**src/rtl/stage_one_prefetch_if.sv**
```systemverilog
// Fetch front-end bus: program-memory port, decode stream,
// and redirect/halt control, grouped for the prefetch stage.
interface stage_one_prefetch_if #(
    parameter int INSTR_W = 16,
    parameter int ADDR_W  = 16,
    parameter int DEPTH   = 4
);
    localparam int CW = $clog2(DEPTH) + 1;

    logic               imem_req;
    logic [ADDR_W-1:0]  imem_addr;
    logic               imem_gnt;
    logic               imem_rvalid;
    logic [INSTR_W-1:0] imem_rdata;

    logic               redirect;
    logic [ADDR_W-1:0]  redirect_pc;
    logic               halt_sys;

    logic               out_valid;
    logic               out_ready;
    logic [INSTR_W-1:0] out_instr;
    logic [ADDR_W-1:0]  out_pc;
    logic [ADDR_W-1:0]  out_pc_next;
    logic [CW-1:0]      q_count;
    logic               halted;

    modport master (
        output imem_req, imem_addr,
        input  imem_gnt, imem_rvalid, imem_rdata,
        input  redirect, redirect_pc, halt_sys,
        output out_valid, out_instr, out_pc, out_pc_next,
        output q_count, halted,
        input  out_ready
    );

    modport slave (
        input  imem_req, imem_addr,
        output imem_gnt, imem_rvalid, imem_rdata,
        output redirect, redirect_pc, halt_sys,
        input  out_valid, out_instr, out_pc, out_pc_next,
        input  q_count, halted,
        output out_ready
    );
endinterface

```
**src/rtl/stage_one_prefetch.sv**
```systemverilog
// Instruction-fetch front end: PC, 1-cycle program memory port,
// prefetch queue to decode, redirect flush and system halt.
module stage_one_prefetch #(
    parameter int                INSTR_W  = 16,
    parameter int                ADDR_W   = 16,
    parameter int                DEPTH    = 4,
    parameter int                PC_STEP  = 2,
    parameter logic [ADDR_W-1:0] RESET_PC = '0
) (
    input logic clk,
    input logic rst,
    stage_one_prefetch_if.master bus
);
    localparam int PW = $clog2(DEPTH);
    localparam int CW = PW + 1;
    localparam logic [ADDR_W-1:0] STEP = ADDR_W'(PC_STEP);
    localparam logic [CW-1:0]     CAP  = CW'(DEPTH);

    typedef enum logic [1:0] {
        IDLE,
        RUN,
        DRAIN,
        HALTED
    } state_t;

    state_t             state;
    logic [ADDR_W-1:0]  pc;
    logic [ADDR_W-1:0]  infl_pc;
    logic               inflight;

    logic [INSTR_W-1:0] q_instr [DEPTH];
    logic [ADDR_W-1:0]  q_pc    [DEPTH];
    logic [PW-1:0]      head;
    logic [PW-1:0]      tail;
    logic [CW-1:0]      count;

    logic has_room;
    logic flush;
    logic req;
    logic accept;
    logic push;
    logic pop;
    logic out_valid;

    // The outstanding request reserves a slot so the queue cannot overflow.
    assign has_room  = (count + CW'(inflight)) < CAP;
    assign flush     = bus.redirect && (state != IDLE);
    assign req       = (state == RUN) && !bus.halt_sys
                       && !bus.redirect && has_room;
    assign accept    = req && bus.imem_gnt;
    // Only a response owed to us is kept; after a flush inflight is 0.
    assign push      = inflight && bus.imem_rvalid && !flush;
    assign out_valid = (count != '0);
    assign pop       = out_valid && bus.out_ready;

    assign bus.imem_req    = req;
    assign bus.imem_addr   = pc;
    assign bus.out_valid   = out_valid;
    assign bus.out_instr   = out_valid ? q_instr[head] : '0;
    assign bus.out_pc      = out_valid ? q_pc[head] : '0;
    assign bus.out_pc_next = bus.out_pc + STEP;
    assign bus.q_count     = count;
    assign bus.halted      = (state == HALTED);

    // Fetch control: start-up, running, drain of last response, halted.
    always_ff @(posedge clk or negedge rst) begin
        if (!rst) begin
            state <= IDLE;
        end else begin
            unique case (state)
                IDLE:    state <= RUN;
                RUN: begin
                    if (bus.halt_sys)
                        state <= inflight ? DRAIN : HALTED;
                end
                DRAIN:   state <= HALTED;
                HALTED: begin
                    if (!bus.halt_sys)
                        state <= RUN;
                end
                default: state <= IDLE;
            endcase
        end
    end

    // PC advance on accepted requests, reload on redirect.
    always_ff @(posedge clk or negedge rst) begin
        if (!rst) begin
            pc       <= RESET_PC;
            infl_pc  <= '0;
            inflight <= 1'b0;
        end else begin
            inflight <= accept;
            if (accept)
                infl_pc <= pc;
            if (flush)
                pc <= bus.redirect_pc;
            else if (accept)
                pc <= pc + STEP;
        end
    end

    // Queue pointers and occupancy; a redirect empties the queue.
    always_ff @(posedge clk or negedge rst) begin
        if (!rst) begin
            head  <= '0;
            tail  <= '0;
            count <= '0;
        end else if (flush) begin
            head  <= '0;
            tail  <= '0;
            count <= '0;
        end else begin
            if (push)
                tail <= tail + PW'(1);
            if (pop)
                head <= head + PW'(1);
            count <= count + CW'(push) - CW'(pop);
        end
    end

    // Queue storage; contents are only visible while out_valid.
    always_ff @(posedge clk) begin
        if (push) begin
            q_instr[tail] <= bus.imem_rdata;
            q_pc[tail]    <= infl_pc;
        end
    end

endmodule

```
**src/flat_wrapper.sv**
```systemverilog
// flat-port wrapper written by rule: the top's interface ports become plain ports
module stage_one_prefetch_flat 
#(
    parameter int                INSTR_W  = 16,
    parameter int                ADDR_W   = 16,
    parameter int                DEPTH    = 4,
    parameter int                PC_STEP  = 2,
    parameter logic [ADDR_W-1:0] RESET_PC = '0
)
  (clk, rst, bus_imem_req, bus_imem_addr, bus_imem_gnt, bus_imem_rvalid, bus_imem_rdata, bus_redirect, bus_redirect_pc, bus_halt_sys, bus_out_valid, bus_out_instr, bus_out_pc, bus_out_pc_next, bus_q_count, bus_halted, bus_out_ready);
  stage_one_prefetch_if #(.INSTR_W(INSTR_W), .ADDR_W(ADDR_W), .DEPTH(DEPTH)) bus_i ();
  input logic clk;
  input logic rst;
  output wire logic [$bits(bus_i.imem_req)-1:0] bus_imem_req;
  output wire logic [$bits(bus_i.imem_addr)-1:0] bus_imem_addr;
  input wire logic [$bits(bus_i.imem_gnt)-1:0] bus_imem_gnt;
  input wire logic [$bits(bus_i.imem_rvalid)-1:0] bus_imem_rvalid;
  input wire logic [$bits(bus_i.imem_rdata)-1:0] bus_imem_rdata;
  input wire logic [$bits(bus_i.redirect)-1:0] bus_redirect;
  input wire logic [$bits(bus_i.redirect_pc)-1:0] bus_redirect_pc;
  input wire logic [$bits(bus_i.halt_sys)-1:0] bus_halt_sys;
  output wire logic [$bits(bus_i.out_valid)-1:0] bus_out_valid;
  output wire logic [$bits(bus_i.out_instr)-1:0] bus_out_instr;
  output wire logic [$bits(bus_i.out_pc)-1:0] bus_out_pc;
  output wire logic [$bits(bus_i.out_pc_next)-1:0] bus_out_pc_next;
  output wire logic [$bits(bus_i.q_count)-1:0] bus_q_count;
  output wire logic [$bits(bus_i.halted)-1:0] bus_halted;
  input wire logic [$bits(bus_i.out_ready)-1:0] bus_out_ready;
  assign bus_imem_req = bus_i.imem_req;
  assign bus_imem_addr = bus_i.imem_addr;
  assign bus_i.imem_gnt = bus_imem_gnt;
  assign bus_i.imem_rvalid = bus_imem_rvalid;
  assign bus_i.imem_rdata = bus_imem_rdata;
  assign bus_i.redirect = bus_redirect;
  assign bus_i.redirect_pc = bus_redirect_pc;
  assign bus_i.halt_sys = bus_halt_sys;
  assign bus_out_valid = bus_i.out_valid;
  assign bus_out_instr = bus_i.out_instr;
  assign bus_out_pc = bus_i.out_pc;
  assign bus_out_pc_next = bus_i.out_pc_next;
  assign bus_q_count = bus_i.q_count;
  assign bus_halted = bus_i.halted;
  assign bus_i.out_ready = bus_out_ready;
  stage_one_prefetch #(.INSTR_W(INSTR_W), .ADDR_W(ADDR_W), .DEPTH(DEPTH), .PC_STEP(PC_STEP), .RESET_PC(RESET_PC)) u_core (.clk(clk), .rst(rst), .bus(bus_i));
endmodule
```
**config.mk**
```make
export PLATFORM = sky130hd
export DESIGN_NAME = stage_one_prefetch_flat
export DESIGN_NICKNAME = d
export VERILOG_FILES = /design/src/rtl/stage_one_prefetch_if.sv /design/src/rtl/stage_one_prefetch.sv /design/src/flat_wrapper.sv
export SDC_FILE = /design/constraint.sdc
export NUM_CORES = 1
export LEC_CHECK = 0
export CAP_MARGIN = 0
export CORE_ASPECT_RATIO = 0.75
export CORE_MARGIN = 2
export CORE_UTILIZATION = 48
export CTS_CLUSTER_DIAMETER = 60
export DETAILED_ROUTE_END_ITERATION = 8
export DONT_BUFFER_PORTS = 1
export PLACE_DENSITY_LB_ADDON = 0.25
export SETUP_SLACK_MARGIN = 0.4
export SLEW_MARGIN = 0
export SYNTH_ARGS = -nofsm -noshare
export SYNTH_HDL_FRONTEND = slang
export SYNTH_SLANG_ARGS = --single-unit
```
**constraint.sdc**
```tcl
create_clock -name clk -period 2.9 [get_ports clk]
set_input_delay 0.58 -clock clk [delete_from_list [all_inputs] [get_ports clk]]
set_output_delay 0.58 -clock clk [all_outputs]
set_load 0.01 [all_outputs]
```
After elaboration in Yosys (flattened, before gate mapping)
Memory sizes are Yosys's and may differ from the RTL's.
Index checks and enable logic that the tools add are counted.
{"block": "totals", "register_bits": 42, "ram_bits": 128, "n_memories": 2, "out_inout_bits": 70, "word_cells": 55, "in_bits": 39}
{"memory": "u_core.q_instr", "depth": 4, "word_bits": 16, "rd": 1, "rd_clocked_by_memory_dff": 0, "wr": 1, "line": "stage_one_prefetch.sv:31", "rtl": "logic [INSTR_W-1:0] q_instr [DEPTH];"}
{"memory": "u_core.q_pc", "depth": 4, "word_bits": 16, "rd": 1, "rd_clocked_by_memory_dff": 0, "wr": 1, "line": "stage_one_prefetch.sv:32", "rtl": "logic [ADDR_W-1:0] q_pc [DEPTH];"}
{"block": "classes", "n_eq_ne": 5, "magnitude_cmp": 1, "n_reduce_logical": 18, "n_addsub": 7, "mux": 15}
{"op": "2-to-1 mux 16 bit", "count": 4}
{"op": "adder 16 x 2 -> 16 bit, second input constant", "count": 2}
{"op": "2-to-1 mux 2 bit", "count": 6}
{"op": "logical AND 1 bit", "count": 8}
{"op": "case mux 2 bit (4 select lines)", "count": 1}
{"op": "nonzero test 2 bit", "count": 4}
{"op": "adder 3 x 1 -> 3 bit", "count": 2}
{"op": "adder 2 x 1 -> 2 bit, second input constant", "count": 2}
{"op": "equality test 2 bit, second input constant", "count": 2}
{"op": "inequality test 2 bit, second input constant", "count": 2}
{"op": "logical NOT 1 bit", "count": 3}
{"op": "< comparator 3 bit, second input constant", "count": 1}
{"op": "2-to-1 mux 1 bit", "count": 3}
{"op": "2-to-1 mux 3 bit", "count": 1}
{"op": "nonzero test 3 bit", "count": 1}
{"op": "subtractor 3 x 1 -> 3 bit", "count": 1}
{"op": "equality test 2 x 1 -> 1 bit, second input constant", "count": 1}
{"op": "logical NOT 2 bit", "count": 1}
{"op": "AND reduction 2 bit", "count": 1}

Depth between registers and ports, before layout
{"block": "depth", "depth_word": 7, "depth_mapped": 11, "ltp_nobuf": 11}

Worst setup path before layout
Ideal clock, no wire load.
{"block": "synth_path", "kind": "register -> output", "from": "register u_core.count[1], in the netlist u_core.bus.q_count[1]", "to": "output bus_out_pc_next[15]", "stages_incl_launch_ff": 12, "setup_slack_ns": -0.231, "required_ns": 2.320, "path_buffers": 2, "t_arrival_ns": 2.551, "path_cell_list": "dfrtp_1 -> nor3_1 -> inv_1 -> clkbuf_1 -> clkbuf_1 -> and2_1 -> ha_1 -> nand2_1 -> o22ai_2 -> nand4b_4 -> nor4b_4 -> xor2_1"}
{"block": "synth_via", "elab_chain_len": 3}
{"item": "start: declaration", "line": "stage_one_prefetch.sv:35", "rtl": "logic [CW-1:0] count;"}
{"item": "start signal: assignment", "line": "stage_one_prefetch.sv:118", "rtl": "count <= count + CW'(push) - CW'(pop);"}
{"item": "nonzero test 3 bit", "line": "stage_one_prefetch.sv:53", "rtl": "assign out_valid = (count != '0);"}
{"item": "2-to-1 mux 16 bit", "line": "stage_one_prefetch.sv:60", "rtl": "assign bus.out_pc = out_valid ? q_pc[head] : '0;"}
{"item": "named net bus_out_pc[2]", "line": "flat_wrapper.sv:24", "rtl": "output wire logic [$bits(bus_i.out_pc)-1:0] bus_out_pc;"}
{"item": "adder 16 x 2 -> 16 bit", "line": "stage_one_prefetch.sv:61", "rtl": "assign bus.out_pc_next = bus.out_pc + STEP;"}
{"item": "end: declaration", "line": "flat_wrapper.sv:25", "rtl": "output wire logic [$bits(bus_i.out_pc_next)-1:0] bus_out_pc_next;"}
The timed path passes the listed nets, and every way through them passes these cells.

Worst setup path in the final report
{"block": "layout_path", "from": "register u_core.head[0]", "to": "output bus_out_pc_next[12]"}
{"block": "layout_via", "elab_chain_len": 3}
{"item": "start: declaration", "line": "stage_one_prefetch.sv:33", "rtl": "logic [PW-1:0] head;"}
{"item": "start signal: assignment", "line": "stage_one_prefetch.sv:117", "rtl": "head <= head + PW'(1);"}
{"item": "memory (4 x 16 bit)"}
{"item": "2-to-1 mux 16 bit", "line": "stage_one_prefetch.sv:60"}
{"item": "adder 16 x 2 -> 16 bit", "line": "stage_one_prefetch.sv:61"}
No other way between the ends.

==> impl_metrics.yaml <==
status:
  outcome: "finished, violations left"
  failed_checks: "setup timing"
yosys:
  syn_avg_cell_area_sq_um: 16.0
  yosysTopAreaCellShare_pct: 51.7
  ys_warn_count: 0
  synth_area_sq_um: 7440
  syn-num-nets: 518
  ys_top_cells_by_count: "edfxtp_1, dfrtp_1, nand2_1"
  synth_area_leader_cell: "edfxtp_1"
  ys.flop_type: "edfxtp_1"
  synth.most_common_cell: "edfxtp_1"
  async_reset_ff_share_pct: 24.7
  synth_edf_count: 128
  syn_inst: 466
  synth_area_leaders: "edfxtp_1, dfrtp_1, mux4_2"
  ys_ff_latch: 170
  synth_cell_types: 37
  yosysSeqAreaShare_pct: 65.8
placement:
  dpl.cell_count: 678
  gp_congestion: 0.768
  dp_hpwl_microns: 9960
  dpl_worst_slack_ns: 0.0674
  port_buffers: 0
  postPlaceCellArea_sq_um: 7840
routing:
  vias: 4095
  ant_nets: 0
  viasPerCell: 5.53
  drc: 0
  route.detailed.wl_per_inst_microns: 20.8
  first_pass_iters: 4
  routed_wl_microns: 15400
  drt-initial-drc-count: 341
finish:
  regArea_sq_um: 4900
  utilization_pct: 59.0
  n_fill_cell: 1126
  finalNonFillerCells: 740
  finalNetCount: 574
  fin_area_sq_um: 8950
  drive_above_1_share_pct: 39.4
  area_growth_pct: 20.3
  multi_input_area_sq_um: 2630
  diodes: 0
sta:
  worst_pin_slew_ns: 0.522
  relSlewSlack_pct: 65.1
  rsz0062_at_grt: "yes"
  setup_viol: 10
  finalWorstSetupSlack_ns: -0.230
  max_freq_mhz: 319
  final-max-slew-violation-count: 0
  hold_viol: 0
  fin_crit_sh_pct: 108
  fin_crit_ns: 3.13
  skew_ns: 0.00792
setup_path:
  crit_arrival_ns: 2.55
  crit_chain: "buf_4, buf_6, buf_12, mux4_2, nand4_1, nor3_4, nand3_1, xnor2_1, buf_4"
  cp-start-kind: "flop"
  max_stage_delay_ns: 0.46
  crit_path_frequent_cell: "buf_4"
  crit_slowest_cell: "dfrtp_2"
  criticalPathCategory: "flop to output port"
  end_kind: "output port"
  cp_max_fo: 6
  cp.required_ns: 2.32
floorplanning:
  dieArea_sq_um: 16500
  die_h_microns: 112
  die_w_microns: 148
  ios: 109
  core_area_sq_um: 15200
  initial_core_util_pct: 49.0
  num_rows: 39
pwr:
  power_w: 0.00877
  p_int_w: 0.00583
  p_per_area_nw_per_um2: 979
  seq_power_share_pct: 40.0
  p_leak_nw: 3.31
  switchingPower_w: 0.00293
  clkPwrFrac_pct: 24.5
  swShare_pct: 33.5
  comb_power_share_pct: 35.4
  vdd.ir_drop.worst_v: 0.000505
min_path:
  hold_class: "input port to flop"
grt:
  first_global_vias: 4171
  grtUsageTotal_pct: 19.2
  grt_pass1_wl_microns: 23700
  grt-ovfl-total: 0
  antenna_found_initial: 0
  grt_max_degree: 43
run:
  drv_cap: 0
cts:
  ctsHtreeMaxLevel: 4
  path_clk_slew_ns: 0.06
  cts_buffers: 17
  ctsLongestPathBuffers: 2
  cts_tree: "yes"
  cts.sinks: 170
  clk_latency_ns: 0.42
  clock-root-buffer: "clkbuf_16"
==> stage by stage <==
| stage | hold WS [ns] | setup TNS [ns] |
|---|---|---|
| global placement | 0.286 | 0 |
| finish | 0.251 | -1.52 |
| floorplan | 0.284 | 0 |
| detailed placement | 0.286 | 0 |
| CTS | 0.234 | -1.05 |
| global route | 0.227 | -2.84 |
==> metal layers <==
metal	vias up	GRT usage, %	wire length (microns)
met3	12	7.17	1180
met4	0	5.19	132
met5	-	0	0
met2	124	28.4	7300
li1	1844	-	-
met1	2115	27.2	6760
==> path summary, 6_finish.rpt <==
check                                       from                    end  slack, ns  depth (start not counted)
min                           bus_imem_rdata[14]  u_core.q_instr[3][14]       0.25                          0
min in group asynchronous                    rst        u_core.state[1]       0.66                          2
max reg2reg                u_core.bus.q_count[2]  u_core.bus.q_count[2]       0.56                         12
max in group asynchronous                    rst         u_core.head[1]       2.02                          2
min reg2reg                   u_core.infl_pc[14]     u_core.q_pc[2][14]       0.52                          0
max                               u_core.head[0]    bus_out_pc_next[12]      -0.23                          9
==> power groups by stage <==
stage / combinational [W] / sequential [W] / clock, W
2_1_floorplan: 0.00186 / 0.00338 / 0
3_3_place_gp: 0.00232 / 0.00352 / 0
3_5_place_dp: 0.00237 / 0.00356 / 0
4_1_cts: 0.00277 / 0.00351 / 0.00218
5_1_grt: 0.00337 / 0.00356 / 0.00230
6_report: 0.00310 / 0.00351 / 0.00215
==> final cells by class <==
class	instances	share of cell area [%]
Clock buffer	19	4.84
Clock inverter	13	1.43
Inverter	14	0.671
Multi-Input combinational cell	262	29.4
Sequential cell	170	54.7
Tap cell	205	2.87
Timing Repair Buffer	57	6.03
==> worst max-delay path: cells and delay by family (launching register included) <==
kind / cells / cell delay (ns)
XOR/XNOR: 1 / 0.17
buffers and inverters: 4 / 0.52
flip-flops: 1 / 0.46
AND/OR/NAND/NOR: 3 / 0.58
multiplexers: 1 / 0.39
==> sequential cells by signal, summed over array words and instances, names as in the netlist <==
| register | cells |
|---|---|
| u_core.state | 2 |
| u_core.q_instr | 64 |
| u_core.tail | 2 |
| u_core.inflight | 1 |
| u_core.bus.q_count | 3 |
| u_core.infl_pc | 16 |
| u_core.q_pc | 64 |
| u_core.bus.imem_addr | 16 |
| u_core.head | 2 |
==> what timing repair did <==
item,CTS,global route
hold endpoints to repair,42,0
pin swaps,10,25
hold buffers,2,0
buffers inserted,11,16
cloned,1,0
endpoints found under the setup margin,38,47
gates resized for setup,50,52
==> cell usage in the layout (no fill, tap or decap), drive strengths merged, types with 2 or more instances in the layout <==
master | synthesis | final
clkbuf | 9 | 19
mux2i | 5 | 5
clkinvlp | 0 | 3
nand4 | 10 | 10
dfrtp | 42 | 42
mux2 | 17 | 17
nand3 | 17 | 17
and2 | 36 | 36
nand2b | 2 | 2
and3 | 3 | 3
buf | 11 | 55
mux4 | 34 | 34
nor2b | 3 | 3
xor2 | 25 | 25
nor2 | 18 | 18
nor3 | 7 | 7
bufinv | 0 | 2
nand2 | 40 | 40
ha | 12 | 12
xnor2 | 8 | 8
inv | 14 | 15
clkinv | 0 | 7
o21ai | 17 | 17
edfxtp | 128 | 128
==> cells by family (layout without fill, tap and decap cells) <==
kind of cell / count (synthesis) / count (layout) / share of synthesized area [%]
adder cells (fa/ha/maj): 13 / 13 / 2.29
AO/OA/AOI/OAI: 20 / 20 / 1.50
XOR/XNOR: 33 / 33 / 3.89
flip-flops: 170 / 170 / 65.8
buffers and inverters: 34 / 103 / 2.22
AND/OR/NAND/NOR: 140 / 140 / 10.0
multiplexers: 56 / 56 / 14.3
Note: power is estimated with default switching activity, not from simulation.
